==> config.mk <==
export PLATFORM = sky130hd
export DESIGN_NAME = prog_loader
export DESIGN_NICKNAME = d
export VERILOG_FILES = /design/src/rtl/prog_loader_pkg.sv /design/src/rtl/prog_loader_byte_packer.sv /design/src/rtl/prog_loader.sv
export SDC_FILE = /design/constraint.sdc
export NUM_CORES = 1
export LEC_CHECK = 0
export ABC_AREA = 0
export BUFFER_PORTS_ARGS = -buffer_cell sky130_fd_sc_hd__buf_2
export CORE_ASPECT_RATIO = 0.9
export CORE_MARGIN = 1.5
export CORE_UTILIZATION = 35
export CTS_CLUSTER_SIZE = 8
export DETAILED_ROUTE_END_ITERATION = 8
export MAX_ROUTING_LAYER = met4
export PLACE_DENSITY = 0.62
export SYNTH_ARGS = -nofsm -noshare
export SYNTH_HDL_FRONTEND = slang
export SYNTH_HIERARCHICAL = 1
export SYNTH_SLANG_ARGS = --single-unit
==> constraint.sdc <==
create_clock -name clk -period 3.2 [get_ports clk]
set_input_delay 0 -clock clk [delete_from_list [all_inputs] [get_ports clk]]
set_output_delay 0 -clock clk [all_outputs]
set_load 0.05 [all_outputs]
==> src/rtl/prog_loader_pkg.sv <==
// prog_loader shared types and constants.
// Boot-time instruction memory writer.
package prog_loader_pkg;

  typedef enum logic [2:0] {
    IDLE,
    HDR,
    DATA,
    FLUSH,
    DONE,
    ERR
  } state_t;

  localparam int RAM_WIDTH_DEF  = 32;
  localparam int BYTES_PER_WORD = RAM_WIDTH_DEF / 8;
  localparam int BYTE_CNT_BITS  = $clog2(BYTES_PER_WORD);

  // Byte counter width for a given word width, never narrower than 1.
  function automatic int cnt_bits(input int width);
    return (width / 8 > 1) ? $clog2(width / 8) : 1;
  endfunction

endpackage

==> src/rtl/prog_loader_byte_packer.sv <==
// Little-endian byte-to-word packer.
// word_out is the completed word while word_done is high.
module byte_packer
  import prog_loader_pkg::*;
#(
  parameter int WIDTH = RAM_WIDTH_DEF
) (
  input  logic             clk,
  input  logic             reset,
  input  logic             clear,
  input  logic             byte_en,
  input  logic [7:0]       byte_in,
  output logic [WIDTH-1:0] word_out,
  output logic             word_done
);

  localparam int BPW = WIDTH / 8;
  localparam int CB  = cnt_bits(WIDTH);
  localparam logic [CB-1:0] LAST = CB'(BPW - 1);

  logic [CB-1:0]    r_cnt;
  logic [WIDTH-1:0] r_word;

  always_ff @(posedge clk) begin
    if (reset || clear) begin
      r_cnt  <= '0;
      r_word <= '0;
    end else if (byte_en) begin
      r_word[8*r_cnt +: 8] <= byte_in;
      r_cnt <= (r_cnt == LAST) ? '0 : r_cnt + 1'b1;
    end
  end

  // Final byte is merged combinationally so the word is usable on its handshake edge.
  always_comb begin
    word_out = r_word;
    word_out[WIDTH-1 -: 8] = byte_in;
  end

  assign word_done = byte_en && (r_cnt == LAST);

endmodule

==> src/rtl/prog_loader.sv <==
// Streams a length-prefixed byte image into program bram,
// holding the processor in reset until the image is complete.
module prog_loader
  import prog_loader_pkg::*;
#(
  parameter int RAM_WIDTH     = 32,
  parameter int RAM_ADDR_BITS = 9
) (
  input  logic                     clk,
  input  logic                     reset,
  input  logic                     start,
  input  logic [7:0]               in_data,
  input  logic                     in_valid,
  output logic                     in_ready,
  output logic                     mem_we,
  output logic [RAM_ADDR_BITS-1:0] mem_addr,
  output logic [RAM_WIDTH-1:0]     mem_wdata,
  output logic                     cpu_reset,
  output logic                     busy,
  output logic                     done,
  output logic                     err
);

  localparam int IW = RAM_ADDR_BITS + 1;
  localparam logic [RAM_WIDTH-1:0] MAX_N = RAM_WIDTH'(2 ** RAM_ADDR_BITS);

  state_t r_state;
  state_t w_next;

  logic                     w_hs;
  logic                     w_clear;
  logic                     w_word_done;
  logic                     w_hdr_ok;
  logic                     w_last;
  logic [RAM_WIDTH-1:0]     w_word;
  logic [IW-1:0]            r_n;
  logic [IW-1:0]            r_idx;
  logic                     r_we;
  logic [RAM_ADDR_BITS-1:0] r_addr;
  logic [RAM_WIDTH-1:0]     r_wdata;

  assign w_hs     = in_valid && in_ready;
  assign w_clear  = start && (r_state == IDLE || r_state == DONE || r_state == ERR);
  assign w_hdr_ok = (w_word != '0) && (w_word <= MAX_N);
  assign w_last   = (r_idx + 1'b1) == r_n;

  byte_packer #(
    .WIDTH(RAM_WIDTH)
  ) u_packer (
    .clk      (clk),
    .reset    (reset),
    .clear    (w_clear),
    .byte_en  (w_hs),
    .byte_in  (in_data),
    .word_out (w_word),
    .word_done(w_word_done)
  );

  always_ff @(posedge clk) begin
    if (reset) r_state <= IDLE;
    else       r_state <= w_next;
  end

  always_comb begin
    w_next    = r_state;
    in_ready  = 1'b0;
    busy      = 1'b0;
    done      = 1'b0;
    err       = 1'b0;
    cpu_reset = 1'b1;
    unique case (r_state)
      IDLE: if (start) w_next = HDR;
      HDR: begin
        in_ready = 1'b1;
        busy     = 1'b1;
        if (w_word_done) w_next = w_hdr_ok ? DATA : ERR;
      end
      DATA: begin
        in_ready = 1'b1;
        busy     = 1'b1;
        if (w_word_done && w_last) w_next = FLUSH;
      end
      FLUSH: begin
        busy   = 1'b1;
        w_next = DONE;
      end
      DONE: begin
        cpu_reset = 1'b0;
        done      = 1'b1;
        if (start) w_next = HDR;
      end
      ERR: begin
        err = 1'b1;
        if (start) w_next = HDR;
      end
      default: w_next = IDLE;
    endcase
  end

  always_ff @(posedge clk) begin
    if (reset) begin
      r_n     <= '0;
      r_idx   <= '0;
      r_we    <= 1'b0;
      r_addr  <= '0;
      r_wdata <= '0;
    end else begin
      r_we <= 1'b0;
      if (r_state == HDR && w_word_done && w_hdr_ok) begin
        r_n   <= w_word[IW-1:0];
        r_idx <= '0;
      end
      if (r_state == DATA && w_word_done) begin
        r_we    <= 1'b1;
        r_addr  <= r_idx[RAM_ADDR_BITS-1:0];
        r_wdata <= w_word;
        r_idx   <= r_idx + 1'b1;
      end
    end
  end

  assign mem_we    = r_we;
  assign mem_addr  = r_addr;
  assign mem_wdata = r_wdata;

endmodule

==> metrics.csv <==
stage,metric,value,unit
status,result of the run,"complete, no violations",
global_route,total overflow reported by the global router,0,
synthesis,Unique masters post-synth,53,
route,remaining routing DRC violations,0,
route,DR WL/cell,14.7,um
clock_network,TritonCTS clock tree,built,
global_route,largest net degree at the start of global routing,51,
power_and_ir_drop,clock network fraction of design power,0.492,
placement,count of port buffers added during placement,58,
global_route,number of global-route vias before repair,3341,
clock_network,root buffer cell,clkbuf_16,
sta,setup tns final,0,ps
power_and_ir_drop,internal power component,1.93,mW
flow_run,count of maximum capacitance violations,0,
cells_and_area,final design utilization,0.422,
power_and_ir_drop,leakage power of the design,1.77,nW
floorplanning,CORE AREA,11500,sq um
clock_network,H-Tree Depth,3,
synthesis,most common flop cell mapped by yosys,dfxtp_1,
clock_network,post-CTS setup buffers,0,
setup_path,data arrival time of the critical path,2660,ps
floorplanning,Top-Level Pins,59,
setup_path,family with the most delay on the worst path,simple AND/OR/NAND/NOR gates,
floorplanning,die span in x,118,um
sta,fin. max-slew vios,0,
route,1st-pass router iterations,4,
synthesis,cells after synthesis,500,
placement,post-place setup slack,819,ps
floorplanning,overall die area,12500,sq um
synthesis,average cell area after synthesis,8.28,sq um
power_and_ir_drop,net switching power of the design,0.524,mW
clock_network,number of buffers between clock root and the deepest sink,2,
route,Avg Vias per Cell,5.23,
synthesis,fraction of synthesis flops using an asynchronous set or reset pin,0,
setup_path,startpoint type of the worst setup path,flop,
sta,worst clock skew on the final layout,8.57,ps
route,overall via count from detail_route,3653,
sta,RSZ-0062 raised after global routing,no,
power_and_ir_drop,fraction of power spent switching nets,0.214,
setup_path,crit-path max FO,13,
sta,"Min Clock Period, post-route",2390,ps
floorplanning,Starting Density,0.361,
setup_path,number of buffers and inverters on the critical path,0,
setup_path,critical-path cell list,xnor2_1 > nor2_1 > and2_1 > and2_1 > nand3b_1 > or2_1 > o21ai_2,
cells_and_area,"most common cell after layout, fill and taps aside",nand2_1,
cells_and_area,Register Area,1820,sq um
placement,hpwl dp,7.19,mm
cells_and_area,n_diodes,0,
sta,measured slew at the worst slew-check pin,872,ps
power_and_ir_drop,worst vdd rail ir drop,0.350,mV
global_route,number of antenna violations at the first check in global routing,0,
setup_path,Required @ worst endpoint,3470,ps
sta,number of failing setup endpoints in the final timing report,0,
cells_and_area,fraction of layout cells with a size suffix above 1,0.186,
cells_and_area,most used cells in the layout excluding fill and tap cells,"nand2_1 (110), dfxtp_1 (91), buf_2 (58)",
synthesis,summed instance area of the synthesized netlist,4140,sq um
setup_path,stage delay of the slowest cell on the critical path,560,ps
sta,Final Cycle Share,0.748,
sta,fin worst setup slack,806,ps
cells_and_area,fill cell instance count of the final layout,1185,
clock_network,clock slew seen by the registers of the worst setup and hold paths,70,ps
clock_network,"Clk Latency, worst-skew pair",340,ps
setup_path,Crit. End Element,flop,
power_and_ir_drop,part of the power in combinational logic,0.043,
power_and_ir_drop,Pwr per Cell Area,507,nW/um^2
global_route,total track usage,0.172,
clock_network,CTS sink count,91,
floorplanning,Die Height,106,um
route,Final Routed Wirelength,10.3,mm
synthesis,syn nets,518,
synthesis,total of flip-flops plus latches after synthesis,91,
synthesis,share of synthesized area occupied by flip-flops and latches,0.440,
cells_and_area,relative area change from synthesis to final layout,17.0,%
placement,placer congestion estimate,0.803,
route,number of antenna-violating nets in the routed design,0,
sta,worst rel slew slack,0.419,
synthesis,synthesis warning total,6,
power_and_ir_drop,Final Total Pwr,2.46,mW
sta,Max Clock Freq,418,MHz
floorplanning,number of placement rows,37,
setup_path,Most common cell on crit path,and2_1,
synthesis,number of flops mapped to enable cells by yosys,0,
cells_and_area,number of nets at the end of the flow,556,
route,violation count after the first detailed-routing iteration,313,
setup_path,WS Path Type,flop to flop,
setup_path,Critical-path top delay cell,or2_1,
sta,final hold violation count,0,
clock_network,number of CTS-inserted buffers,9,
cells_and_area,area of combinational cells with multiple inputs,2050,sq um
power_and_ir_drop,register share of total power,0.465,
global_route,global-route wire length before repair,16.9,mm
worst_hold_path,class of the most critical hold timing path,primary input to flop,
[final cells by class]
cell class,count,share of cell area
clock buffer,9,0.0465
clock inverter,6,0.0233
inverter,5,0.00388
multi-input combinational,359,0.424
sequential,91,0.376
tap,156,0.0403
timing repair buffer,72,0.0858
[cell families after synthesis]
| family | share of synthesized area |
|---|---|
| buffers and inverters | 0.0638 |
| adders and majority gates | 0.0181 |
| AOI/OAI and AO/OA | 0.193 |
| xor gates and xnor gates | 0.0296 |
| muxes | 0.00242 |
| DFF | 0.440 |
| and+or+nand+nor | 0.253 |
[worst paths after layout]
check | from | end | slack (ps) | cells after the start
max | r_state[1] | r_n[2] | 810 | 7
min | start | r_state[2] | 60 | 4
max reg2reg | r_state[1] | r_n[2] | 810 | 7
min reg2reg | mem_wdata[24] | mem_wdata[24] | 450 | 2
[repair_timing]
item	in CTS	in global routing
endpoints found under the hold margin	11	0
gates resized for setup	0	0
hold buffers	8	0
endpoints found under the setup margin	0	0
[power groups by stage]
| stage | clock network (mW) | logic (mW) | registers [mW] |
|---|---|---|---|
| detailed placement | 0 | 0.0969 | 1.17 |
| CTS | 1.23 | 0.105 | 1.14 |
| global route | 1.28 | 0.115 | 1.14 |
| floorplan | 0 | 0.0748 | 1.17 |
| finish | 1.21 | 0.105 | 1.14 |
| global placement | 0 | 0.0956 | 1.17 |
[flip-flops by register name, summed over array words and instances (netlist names)]
register         count
mem_addr             9
mem_wdata           32
mem_we               1
r_idx               10
r_n                 10
r_state              3
u_packer/r_cnt       2
u_packer/r_word     24
[synthesized netlist by cell type (9+ instances only)]
master,count,share of area
a21oi_1,52,0.063
a32oi_1,16,0.034
buf_4,10,0.018
clkbuf_1,23,0.021
dfxtp_1,91,0.44
nand2_1,110,0.10
nand3_1,11,0.013
nand4_1,9,0.014
nor2_1,30,0.027
o211ai_1,11,0.020
o21ai_0,19,0.023
o21ai_2,10,0.021
xnor2_1,9,0.019
[routing by layer]
metal / track usage / up-vias / routed length (um)
li1: - / 1828 / -
met1: 0.234 / 1704 / 5110
met2: 0.256 / 107 / 4520
met3: 0.0258 / 14 / 456
met4: 0.0714 / 0 / 167
met5: - / - / 0
[worst reg2reg max path: stages (launching register included)]
cell and delay [ps]:
dfxtp_1 480, xnor2_1 120, nor2_1 130, and2_1 170, and2_1 250, nand3b_1 400
or2_1 560, o21ai_2 210
[stage by stage]
stage	area, sq um	hold WS [ps]	cells
2_1_floorplan	4140	166	500
3_3_place_gp	4420	307	675
3_5_place_dp	4420	316	675
4_1_cts	4840	56.0	698
5_1_grt	4840	107	698
6_report	4840	57.2	698
Power figures use the tool's default switching activity.
